$ cat config.mk
export PLATFORM = sky130hd
export DESIGN_NAME = taillight_monitor
export DESIGN_NICKNAME = d
export VERILOG_FILES = /design/src/rtl/taillight_monitor.sv
export SDC_FILE = /design/constraint.sdc
export NUM_CORES = 1
export LEC_CHECK = 0
export ABC_AREA = 1
export CAP_MARGIN = 0
export CORE_UTILIZATION = 30
export CTS_CLUSTER_DIAMETER = 80
export DETAILED_ROUTE_END_ITERATION = 16
export GPL_ROUTABILITY_DRIVEN = 0
export PLACE_DENSITY = 0.55
export SETUP_SLACK_MARGIN = 0.2
export SLEW_MARGIN = 15
export SYNTH_ARGS = -nofsm -noshare
export SYNTH_HDL_FRONTEND = slang
export SYNTH_SLANG_ARGS = --single-unit
$ cat constraint.sdc
create_clock -name clk -period 1.4 [get_ports clk]
set_clock_uncertainty 0.2 [all_clocks]
set_input_delay 0.28 -clock clk [delete_from_list [all_inputs] [get_ports clk]]
set_output_delay 0.28 -clock clk [all_outputs]
set_load 0.01 [all_outputs]
$ cat src/rtl/taillight_monitor.sv
// Passive checker beside the turn-signal controller: decodes the six lamps into per-side phases,
// counts completed left/right/hazard sequences and raises sticky faults on illegal codes or transitions.
module taillight_monitor #(
  parameter int unsigned CNT_W = 8
) (
  input  logic             clk,
  input  logic             reset,
  input  logic             la,
  input  logic             lb,
  input  logic             lc,
  input  logic             ra,
  input  logic             rb,
  input  logic             rc,
  input  logic             clear_fault,
  output logic [1:0]       mode,
  output logic             left_done,
  output logic             right_done,
  output logic             hazard_done,
  output logic [CNT_W-1:0] left_cnt,
  output logic [CNT_W-1:0] right_cnt,
  output logic [CNT_W-1:0] hazard_cnt,
  output logic [2:0]       fault
);

  typedef enum logic [1:0] {PH_OFF, PH_P1, PH_P2, PH_P3} phase_t;

  phase_t           l_q, r_q, l_d, r_d;
  logic             l_ill, r_ill;
  logic             l_evt, r_evt, desync;
  logic             l_end, r_end, hz_end;
  logic [1:0]       mode_q, mode_d;
  logic             left_done_q, right_done_q, hazard_done_q;
  logic             left_done_d, right_done_d, hazard_done_d;
  logic [CNT_W-1:0] left_cnt_q, right_cnt_q, hazard_cnt_q;
  logic [CNT_W-1:0] left_cnt_d, right_cnt_d, hazard_cnt_d;
  logic [2:0]       fault_q, fault_d;

  function automatic logic legal_step(input phase_t p, input phase_t n);
    logic ok;
    ok = 1'b0;
    unique case (p)
      PH_OFF: ok = (n == PH_OFF) || (n == PH_P1);
      PH_P1:  ok = (n == PH_P2);
      PH_P2:  ok = (n == PH_P3);
      PH_P3:  ok = (n == PH_OFF);
      default: ok = 1'b0;
    endcase
    return ok;
  endfunction

  function automatic logic [CNT_W-1:0] sat_inc(input logic [CNT_W-1:0] v, input logic en);
    logic [CNT_W-1:0] res;
    res = v;
    if (en && (v != '1)) res = v + CNT_W'(1);
    return res;
  endfunction

  // Illegal codes decode to OFF so the checker resynchronises on the next real OFF.
  always_comb begin
    l_d   = PH_OFF;
    l_ill = 1'b0;
    unique case ({la, lb, lc})
      3'b000:  l_d = PH_OFF;
      3'b100:  l_d = PH_P1;
      3'b110:  l_d = PH_P2;
      3'b111:  l_d = PH_P3;
      default: l_ill = 1'b1;
    endcase
    r_d   = PH_OFF;
    r_ill = 1'b0;
    unique case ({ra, rb, rc})
      3'b000:  r_d = PH_OFF;
      3'b100:  r_d = PH_P1;
      3'b110:  r_d = PH_P2;
      3'b111:  r_d = PH_P3;
      default: r_ill = 1'b1;
    endcase
  end

  always_comb begin
    l_evt  = l_ill || !legal_step(l_q, l_d);
    r_evt  = r_ill || !legal_step(r_q, r_d);
    desync = (l_d != PH_OFF) && (r_d != PH_OFF) && (l_d != r_d);
    l_end  = (l_q == PH_P3) && (l_d == PH_OFF) && !l_ill;
    r_end  = (r_q == PH_P3) && (r_d == PH_OFF) && !r_ill;
    hz_end = l_end && r_end;

    mode_d        = {r_d != PH_OFF, l_d != PH_OFF};
    left_done_d   = l_end && !hz_end;
    right_done_d  = r_end && !hz_end;
    hazard_done_d = hz_end;
    left_cnt_d    = sat_inc(left_cnt_q, left_done_d);
    right_cnt_d   = sat_inc(right_cnt_q, right_done_d);
    hazard_cnt_d  = sat_inc(hazard_cnt_q, hazard_done_d);
    // New events are OR-ed after the clear so a same-cycle event survives clear_fault.
    fault_d       = (clear_fault ? 3'b000 : fault_q) | {desync, r_evt, l_evt};
  end

  always_ff @(posedge clk) begin
    if (!reset) begin
      l_q           <= PH_OFF;
      r_q           <= PH_OFF;
      mode_q        <= '0;
      left_done_q   <= 1'b0;
      right_done_q  <= 1'b0;
      hazard_done_q <= 1'b0;
      left_cnt_q    <= '0;
      right_cnt_q   <= '0;
      hazard_cnt_q  <= '0;
      fault_q       <= '0;
    end else begin
      l_q           <= l_d;
      r_q           <= r_d;
      mode_q        <= mode_d;
      left_done_q   <= left_done_d;
      right_done_q  <= right_done_d;
      hazard_done_q <= hazard_done_d;
      left_cnt_q    <= left_cnt_d;
      right_cnt_q   <= right_cnt_d;
      hazard_cnt_q  <= hazard_cnt_d;
      fault_q       <= fault_d;
    end
  end

  assign mode        = mode_q;
  assign left_done   = left_done_q;
  assign right_done  = right_done_q;
  assign hazard_done = hazard_done_q;
  assign left_cnt    = left_cnt_q;
  assign right_cnt   = right_cnt_q;
  assign hazard_cnt  = hazard_cnt_q;
  assign fault       = fault_q;

endmodule

Word-level counts from Yosys, hierarchy flattened
Cells that the tools add are included.
{"block": "word_totals", "wordCells": 72, "reg_bits": 36, "inputBits": 9, "output_inout_bits": 32}
{"block": "op_classes", "n_addsub": 3, "mux": 7, "bitwise_logic": 1, "n_eq_ne": 22, "n_reduce_logical": 29}
{"op": "$add 8x1->8 const B", "n": 3}
{"op": "$ne 8x8->1 const B", "n": 3}
{"op": "$eq 3x3->1 const B", "n": 6}
{"op": "$eq 2x2->1 const B", "n": 8}
{"op": "$logic_and 1x1->1", "n": 12}
{"op": "$pmux 2 s3", "n": 2}
{"op": "$eq 2x1->1 const B", "n": 4}
{"op": "$logic_not 2->1", "n": 4}
{"op": "$pmux 1 s4", "n": 2}
{"op": "$reduce_or 4->1", "n": 2}
{"op": "$logic_not 3->1", "n": 2}
{"op": "$logic_or 1x1->1", "n": 4}
{"op": "$reduce_bool 2->1", "n": 2}
{"op": "$logic_not 1->1", "n": 3}
{"op": "$mux 3", "n": 1}
{"op": "$or 3x3->3", "n": 1}
{"op": "$mux 1", "n": 2}
{"op": "$ne 2x2->1", "n": 1}

Depth between registers and ports, before layout
Gate-level depths: netlist of the first run.
{"block": "logic_depth", "ltp_word": 9, "ltp_mapped": 9, "depth_no_buf": 9}

Worst setup path after synthesis of the first run
No wires, ideal clock.
{"block": "synth_path", "kind": "flip-flop to flip-flop", "startpoint": "register hazard_cnt_q[0], in the netlist hazard_cnt[0]", "endpoint": "register hazard_cnt_q[7], in the netlist hazard_cnt[7]", "required_time_ns": 1.129, "path_stages_with_launch": 8, "n_path_buf": 0, "setup_slack_ns": -0.162, "t_arrival_ns": 1.292, "period_less_slack_ns": 1.562, "cell_sequence": "dfxtp_1 -> ha_1 -> nand2_1 -> inv_1 -> nand3_2 -> nand2_4 -> nand2_1 -> a21oi_1"}
{"block": "synth_via", "elab_chain_cells": 2, "elab_cells_between_ends": 3}
{"element": "start: declaration", "line": "34", "text": "logic [CNT_W-1:0] left_cnt_q, right_cnt_q, hazard_cnt_q;"}
{"element": "start signal: assignment", "line": "120", "text": "hazard_cnt_q <= hazard_cnt_d;"}
{"element": "branches (longest 2 deep; another with $add 8x1->8)"}
Parallel ways; which one is timed is not known.
A chain may end at the register's enable or synchronous reset.

Worst setup path in the final report of the first run
{"block": "layout_path", "startpoint": "register r_q[1]", "endpoint": "register hazard_cnt_q[6], in the netlist hazard_cnt[6]"}
{"block": "layout_via", "elab_chain_cells": 5}
{"element": "start: declaration", "line": "27", "text": "phase_t l_q, r_q, l_d, r_d;"}
{"element": "start signal: assignment", "line": "113", "text": "r_q <= r_d;"}
{"element": "$eq 2x2->1", "line": "85", "text": "r_end = (r_q == PH_P3) && (r_d == PH_OFF) && !r_ill;"}
{"element": "$logic_and 1x1->1 (2 in series)", "line": "85"}
{"element": "$logic_and 1x1->1", "line": "86", "text": "hz_end = l_end && r_end;"}
{"element": "$logic_and 1x1->1", "line": "54", "text": "if (en && (v != '1)) res = v + CNT_W'(1);"}
Every way passes these cells.

==> results of run 1 <==
per-layer routing:
metal / GRT usage / vias to the layer above
met2: 0.278 / 37
met3: 0.0356 / 8
li1: - / 1191
met1: 0.192 / 1072
met5: 0 / -
met4: 0.0455 / 0
logic make-up (layout without fill, tap and decap cells):
group	Yosys count	in the layout	synth area share
xor gates and xnor gates	8	8	0.0334
adders and majority gates	9	9	0.0536
AOI/OAI and AO/OA	30	30	0.0763
and+or+nand+nor	163	164	0.412
buffers and inverters	44	169	0.0810
DFF	36	36	0.343
critical path: cells and delay by family (launching register included):
family / cells / cell delay [ns]
adders and majority gates: 1 / 0.15
buffers and inverters: 2 / 0.28
DFF: 1 / 0.37
and+or+nand+nor: 6 / 0.50
power groups by stage:
| stage | registers, W | logic [W] | clock network (W) |
|---|---|---|---|
| 2_1_floorplan | 0.00108 | 0.0000814 | 0 |
| 3_3_place_gp | 0.00107 | 0.000208 | 0 |
| 3_5_place_dp | 0.00107 | 0.000208 | 0 |
| 4_1_cts | 0.00105 | 0.000236 | 0.000947 |
| 5_1_grt | 0.00104 | 0.000297 | 0.000985 |
| 6_report | 0.00104 | 0.000274 | 0.000932 |
per-stage QoR:
stage / total power (W) / setup TNS, ns / instances / setup WS [ns]
after detailed placement: 0.00128 / -14.70 / 476 / -0.494
after global placement: 0.00128 / -14.14 / 476 / -0.455
after global routing: 0.00233 / -4.71 / 512 / -0.226
after CTS: 0.00223 / -2.10 / 500 / -0.127
after floorplan: 0.00116 / -0.392 / 290 / -0.0376
final: 0.00225 / -2.88 / 512 / -0.156
sequential cells by signal (all words and copies together) (netlist names):
register and flops:
right_done 1, fault 3, mode 2, r_q 2, hazard_cnt 8, left_cnt 8
left_done 1, right_cnt 8, l_q 2, hazard_done 1
layout make-up:
| type | count | area [sq um] | area share |
|---|---|---|---|
| Tap cell | 96 | 120 | 0.0310 |
| Inverter | 41 | 173 | 0.0445 |
| Clock inverter | 2 | 35.0 | 0.00904 |
| Multi-Input combinational cell | 211 | 1570 | 0.404 |
| Timing Repair Buffer | 120 | 1130 | 0.291 |
| Sequential cell | 36 | 781 | 0.201 |
| Clock buffer | 6 | 72.6 | 0.0187 |
cell usage after synthesis:
library cell,count
nor2_8,2
nand3_2,1
clkinv_1,1
dfxtp_1,36
inv_1,34
inv_2,4
ha_1,9
xnor2_1,2
nand2_2,5
inv_4,2
nor3_1,6
nand3_1,36
nand3_4,4
o211a_1,1
o21ai_2,1
nand3b_1,4
nand2_1,75
nor2_4,4
nor2_1,20
a21oi_1,25
nand2_4,1
xor2_1,6
a31oi_1,1
o21ai_0,2
nand4_4,2
clkbuf_1,3
nand4_1,3
layout by cell type, fill, tap and decap left out, drive strengths merged, types with 3 or more instances in the layout:
cell,netlist,layout
a21oi,25,25
buf,0,113
clkbuf,3,8
dfxtp,36,36
ha,9,9
inv,40,40
nand2,81,81
nand3,41,41
nand3b,4,4
nand4,5,5
nor2,26,27
nor3,6,6
o21ai,3,3
xor2,6,6
repair_timing:
action                     CTS  global route
cloned                       1             0
buffers inserted            15            12
resized for setup          225            74
pin swaps                   30            25
setup endpoints to repair   68            63
worst min path at each step:
stage | from | endpoint | slack (ns) | depth (start not counted)
global route | rb | mode[1] | 0.22 | 4
CTS | rb | mode[1] | 0.30 | 4
global placement | hazard_cnt[1] | hazard_cnt[1] | 0.28 | 2
finish | rb | mode[1] | 0.21 | 4
detailed placement | hazard_cnt[1] | hazard_cnt[1] | 0.28 | 2
floorplan | reset | fault[2] | 0.18 | 2
==> flow_summary.json, run 1 <==
{
  "finalCoreUtilization": 0.571,
  "nFillCells": 603,
  "syn-cell-area_sq_um": 2100,
  "synth_top_area_frac": 0.343,
  "status": "finished with violations",
  "path_clk_slew_ns": 0.08,
  "synth_area_per_cell_sq_um": 7.24,
  "power_leakage_nw": 1.65,
  "drive_gt1_frac": 0.606,
  "cp_common_cell": "nand2_1",
  "crit_start": "r_q[1]",
  "via_per_inst": 4.51,
  "p_seq_frac": 0.464,
  "via_count": 2308,
  "p_int_w": 0.00170,
  "numPortBuffers": 40,
  "root_buffer": "clkbuf_8",
  "setup.worst_path.end": "hazard_cnt[6]",
  "drc": 0,
  "fp-row-count": 30,
  "synthTopCellsByArea": "dfxtp_1, nand2_1, nand3_1, inv_1, a21oi_1",
  "wl_per_cell_microns": 11.7,
  "slowest_delay_ns": 0.37,
  "reg2reg_from": "r_q[1]",
  "powerDensity_nw_per_um2": 580,
  "start_util": 0.309,
  "design_area_sq_um": 3880,
  "layout.nets": 433,
  "dr.max_layer_used": "met4",
  "die_w_microns": 85.7,
  "period_minus_slack_ns": 1.56,
  "maxCapViolCount": 0,
  "p_sw_frac": 0.244,
  "worst-path-max-fanout": 5,
  "holdCritPathClass": "input pin to flop",
  "whs_ns": 0.212,
  "ant_nets": 0,
  "die-area_sq_um": 7340,
  "cts_made_buffers": 5,
  "wl_met2_microns": 3150,
  "worstSetupEndpointType": "flop",
  "syn_inst": 290,
  "tritoncts": "yes",
  "critPathKind": "flop to flop",
  "diodes": 0,
  "synth_top_cell_by_area": "dfxtp_1",
  "setup-violations-final": 28,
  "path_cells": "ha_4 -> nand4_4 -> buf_12 -> buf_6 -> nor2_4 -> nand2_2 -> nand2_1 -> nand2_1 -> nor2_1",
  "grt_pass1_vias": 2100,
  "regToRegEndpoint": "hazard_cnt[6]",
  "critPathLaunchType": "flop",
  "syn_to_final_growth_pct": 84.6,
  "htreeDepth": 2,
  "r2r_setup_slack_ns": -0.16,
  "post_synth_num_cell_types": 27,
  "fin_ws_ns": -0.156,
  "clkLatencyLatePin_ns": 0.29,
  "violations": "setup timing",
  "die_h_microns": 85.7,
  "grt_max_degree": 16,
  "core_sq_um": 6790,
  "cp_data_required_time_ns": 1.43,
  "wl_met3_microns": 195,
  "slew_headroom": 0.820,
  "finalHoldViolations": 0,
  "ios": 41,
  "timing.final.max_slew_violations": 0,
  "vdd_drop_max_v": 0.000394,
  "p_comb_frac": 0.122,
  "dr.pass1.iters": 4,
  "maxClockFrequency_ghz": 0.643,
  "ys_warn_count": 0,
  "ys_seq_area_frac": 0.343,
  "worst_slew_pin_slew_ns": 0.270,
  "clockBufferDepth": 2,
  "drt-met1-wl_microns": 2590,
  "drt_iter0_drc": 61,
  "grt_first_pass_wirelength_microns": 9270,
  "antenna_found_initial": 0,
  "clock_power_share": 0.415,
  "synth_seq_cells": 36,
  "clock-sinks": 36,
  "syn_nets": 308,
  "postCtsHoldBufs": 0,
  "rsz0062_at_grt": "yes",
  "dp_hpwl_microns": 3830,
  "place_area_sq_um": 3070,
  "reg2reg_depth": 9,
  "drt_wl_total_microns": 6020,
  "post-route-period-util": 1.11,
  "gr-total-overflow": 0,
  "p_sw_w": 0.000550,
  "grt_use_total": 0.158,
  "critPathSlowestCell": "dfxtp_2",
  "arrival_ns": 1.59
}
Note: power is estimated with default switching activity, not from simulation.
==> run 2, diff against run 1 <==
--- a/config.mk
+++ b/config.mk
@@ -7,11 +7,11 @@
 export LEC_CHECK = 0
 export ABC_AREA = 1
 export CAP_MARGIN = 0
-export CORE_UTILIZATION = 30
+export CORE_UTILIZATION = 32
 export CTS_CLUSTER_DIAMETER = 80
 export DETAILED_ROUTE_END_ITERATION = 16
 export GPL_ROUTABILITY_DRIVEN = 0
-export PLACE_DENSITY = 0.55
+export PLACE_DENSITY = 0.58
 export SETUP_SLACK_MARGIN = 0.2
 export SLEW_MARGIN = 15
 export SYNTH_ARGS = -nofsm -noshare
==> run 2 against run 1 <==
Against the previous run:
- the flow still finishes with violations (setup timing)
- global-route usage rose by 1.0 points
- register-to-register slack improved by 0.07 ns
- clock power fell by 13%
- routed wire length fell by 2.5%
- via count fell by 2.5%
- worst setup slack improved by 0.066 ns
- hold slack got worse by 0.00098 ns
- die area fell by 6.1%
- largest cell class unchanged
- largest power group unchanged
==> flow_summary.json, run 2 (synthesis gave the netlist of run 1 again) <==
{
  "status": "finished with violations",
  "violations": "setup timing",
  "drive_gt1_frac": 0.579,
  "p_int_w": 0.00159,
  "drc": 0,
  "ant_nets": 0,
  "hold_depth": 4,
  "layout_commonest_cell": "nand2_1",
  "cp_data_required_time_ns": 1.37,
  "period_minus_slack_ns": 1.49,
  "drt_iter0_drc": 120,
  "maxClockFrequency_ghz": 0.671,
  "path_cells": "ha_4 -> nand4_4 -> buf_12 -> nor2_8 -> nand2_8 -> nand2_1 -> a21oi_1",
  "rsz0062_at_grt": "yes",
  "worst_slew_pin_slew_ns": 0.384,
  "p_sw_frac": 0.243,
  "cp_num_buf_inv": 1,
  "vdd_drop_max_v": 0.000353,
  "start_util": 0.331,
  "layout.nets": 429,
  "fp-row-count": 29,
  "tritoncts": "yes",
  "cts_made_buffers": 5,
  "clkLatencyLatePin_ns": 0.28,
  "nFillCells": 559,
  "clockBufferDepth": 2,
  "fin_ws_ns": -0.0899,
  "slew_headroom": 0.744,
  "min_to": "mode[1]",
  "path_clk_slew_ns": 0.07,
  "finalPower_w": 0.00210,
  "clock_power_share": 0.384,
  "cp_top_family": "simple AND/OR/NAND/NOR gates",
  "p_sw_w": 0.000511,
  "drt_wl_total_microns": 5860,
  "worst-path-max-fanout": 8,
  "gr-total-overflow": 0,
  "htreeDepth": 2,
  "post-route-period-util": 1.06,
  "die_h_microns": 83,
  "worstSetupEndpointType": "flop",
  "ios": 41,
  "via_per_inst": 4.61,
  "final_cell_mix": "nand2_1, buf_4, buf_6",
  "reg2reg_depth": 7,
  "finalCoreUtilization": 0.585,
  "critPathLaunchType": "flop",
  "dp.cells": 457,
  "clock-sinks": 36,
  "via_count": 2251,
  "p_comb_frac": 0.124,
  "numPortBuffers": 40,
  "timing.final.max_slew_violations": 0,
  "setup-violations-final": 25,
  "root_buffer": "clkbuf_8",
  "die_w_microns": 83,
  "p_seq_frac": 0.492,
  "grt_use_total": 0.168,
  "reg2reg_from": "r_q[0]",
  "postCtsHoldBufs": 0,
  "wl_per_cell_microns": 12.0,
  "diodes": 0,
  "grt_first_pass_wirelength_microns": 9520,
  "maxCapViolCount": 0,
  "worstHoldStart": "rb",
  "dr.pass1.iters": 4,
  "cp.depth": 7,
  "tns_ns": -1.51,
  "die-area_sq_um": 6890,
  "r2r_setup_slack_ns": -0.09,
  "regToRegEndpoint": "hazard_cnt[5]",
  "grt_max_degree": 22,
  "fin_cells": 488,
  "power_leakage_nw": 1.61,
  "arrival_ns": 1.46,
  "dp_hpwl_microns": 3720,
  "syn_to_final_growth_pct": 76.9,
  "grt_pass1_vias": 2153,
  "core_sq_um": 6350,
  "finalHoldViolations": 0,
  "slowest_delay_ns": 0.36,
  "holdCritPathClass": "input pin to flop",
  "powerDensity_nw_per_um2": 566,
  "critPathSlowestCell": "dfxtp_2",
  "antenna_found_initial": 0,
  "critPathKind": "flop to flop"
}
==> run 2: cell count changes in the layout (fill, tap and decap cells not counted), moves of 5 or more <==
| cell | previous run | this run |
|---|---|---|
| dfxtp_2 | 30 | 21 |
| dfxtp_1 | 0 | 6 |
| nand3_1 | 18 | 23 |
| nand3_2 | 18 | 13 |
| clkbuf_2 | 2 | 7 |
==> run 2: worst register-to-register path, cell delays in order, from the launching register on <==
cell,delay [ns]
dfxtp_2,0.36
ha_4,0.15
nand4_4,0.08
buf_12,0.17
nor2_8,0.19
nand2_8,0.11
nand2_1,0.08
a21oi_1,0.05
==> run 2: stage by stage <==
step / area, sq um / hold WS (ns) / setup WS (ns)
floorplan: 2160 / 0.178 / -0.0376
finish: 3710 / 0.211 / -0.0899
global placement: 3060 / 0.297 / -0.465
global route: 3710 / 0.223 / -0.169
detailed placement: 3060 / 0.292 / -0.497
CTS: 3510 / 0.318 / -0.103
==> run 2: worst max path at each step <==
stage / from / endpoint / slack (ns)
after global placement: rc / left_cnt[0] / -0.46
after detailed placement: lb / hazard_cnt[6] / -0.50
after CTS: r_q[0] / left_cnt[6] / -0.10
after global routing: r_q[1] / left_cnt[6] / -0.17
final: r_q[0] / hazard_cnt[5] / -0.09
after floorplan: r_q[1] / hazard_cnt[7] / -0.04
==> run 2: metal layers <==
layer  vias to the layer above  global-route usage  part of all wire  routed length, microns
met4                         0              0.0486             0.010                      59
li1                       1181                   -                 -                       -
met3                         5              0.0338             0.025                     144
met5                         -                   0                 0                       0
met2                        29               0.287              0.51                    3020
met1                      1036               0.213              0.45                    2640
==> run 2: final cells by class <==
cell class,instances,area (sq um),share of cell area
multi-input combinational,211,1530,0.412
timing repair buffer,116,1040,0.279
sequential,36,781,0.210
inverter,41,173,0.0465
clock buffer,7,96.3,0.0259
tap,77,96.3,0.0259
==> run 2: power by group through the flow <==
| stage | clock network, W | registers [W] | logic [W] |
|---|---|---|---|
| floorplan | 0 | 0.00108 | 0.0000814 |
| global placement | 0 | 0.00107 | 0.000210 |
| detailed placement | 0 | 0.00107 | 0.000210 |
| CTS | 0.000836 | 0.00104 | 0.000229 |
| global route | 0.000876 | 0.00104 | 0.000284 |
| finish | 0.000807 | 0.00103 | 0.000261 |
==> run 2: repair_timing <==
action                                  CTS  global route
cloned                                    1             0
setup buffers                            17             6
endpoints found under the setup margin   67            68
pin swaps                                24            25
resized for setup                       222            63
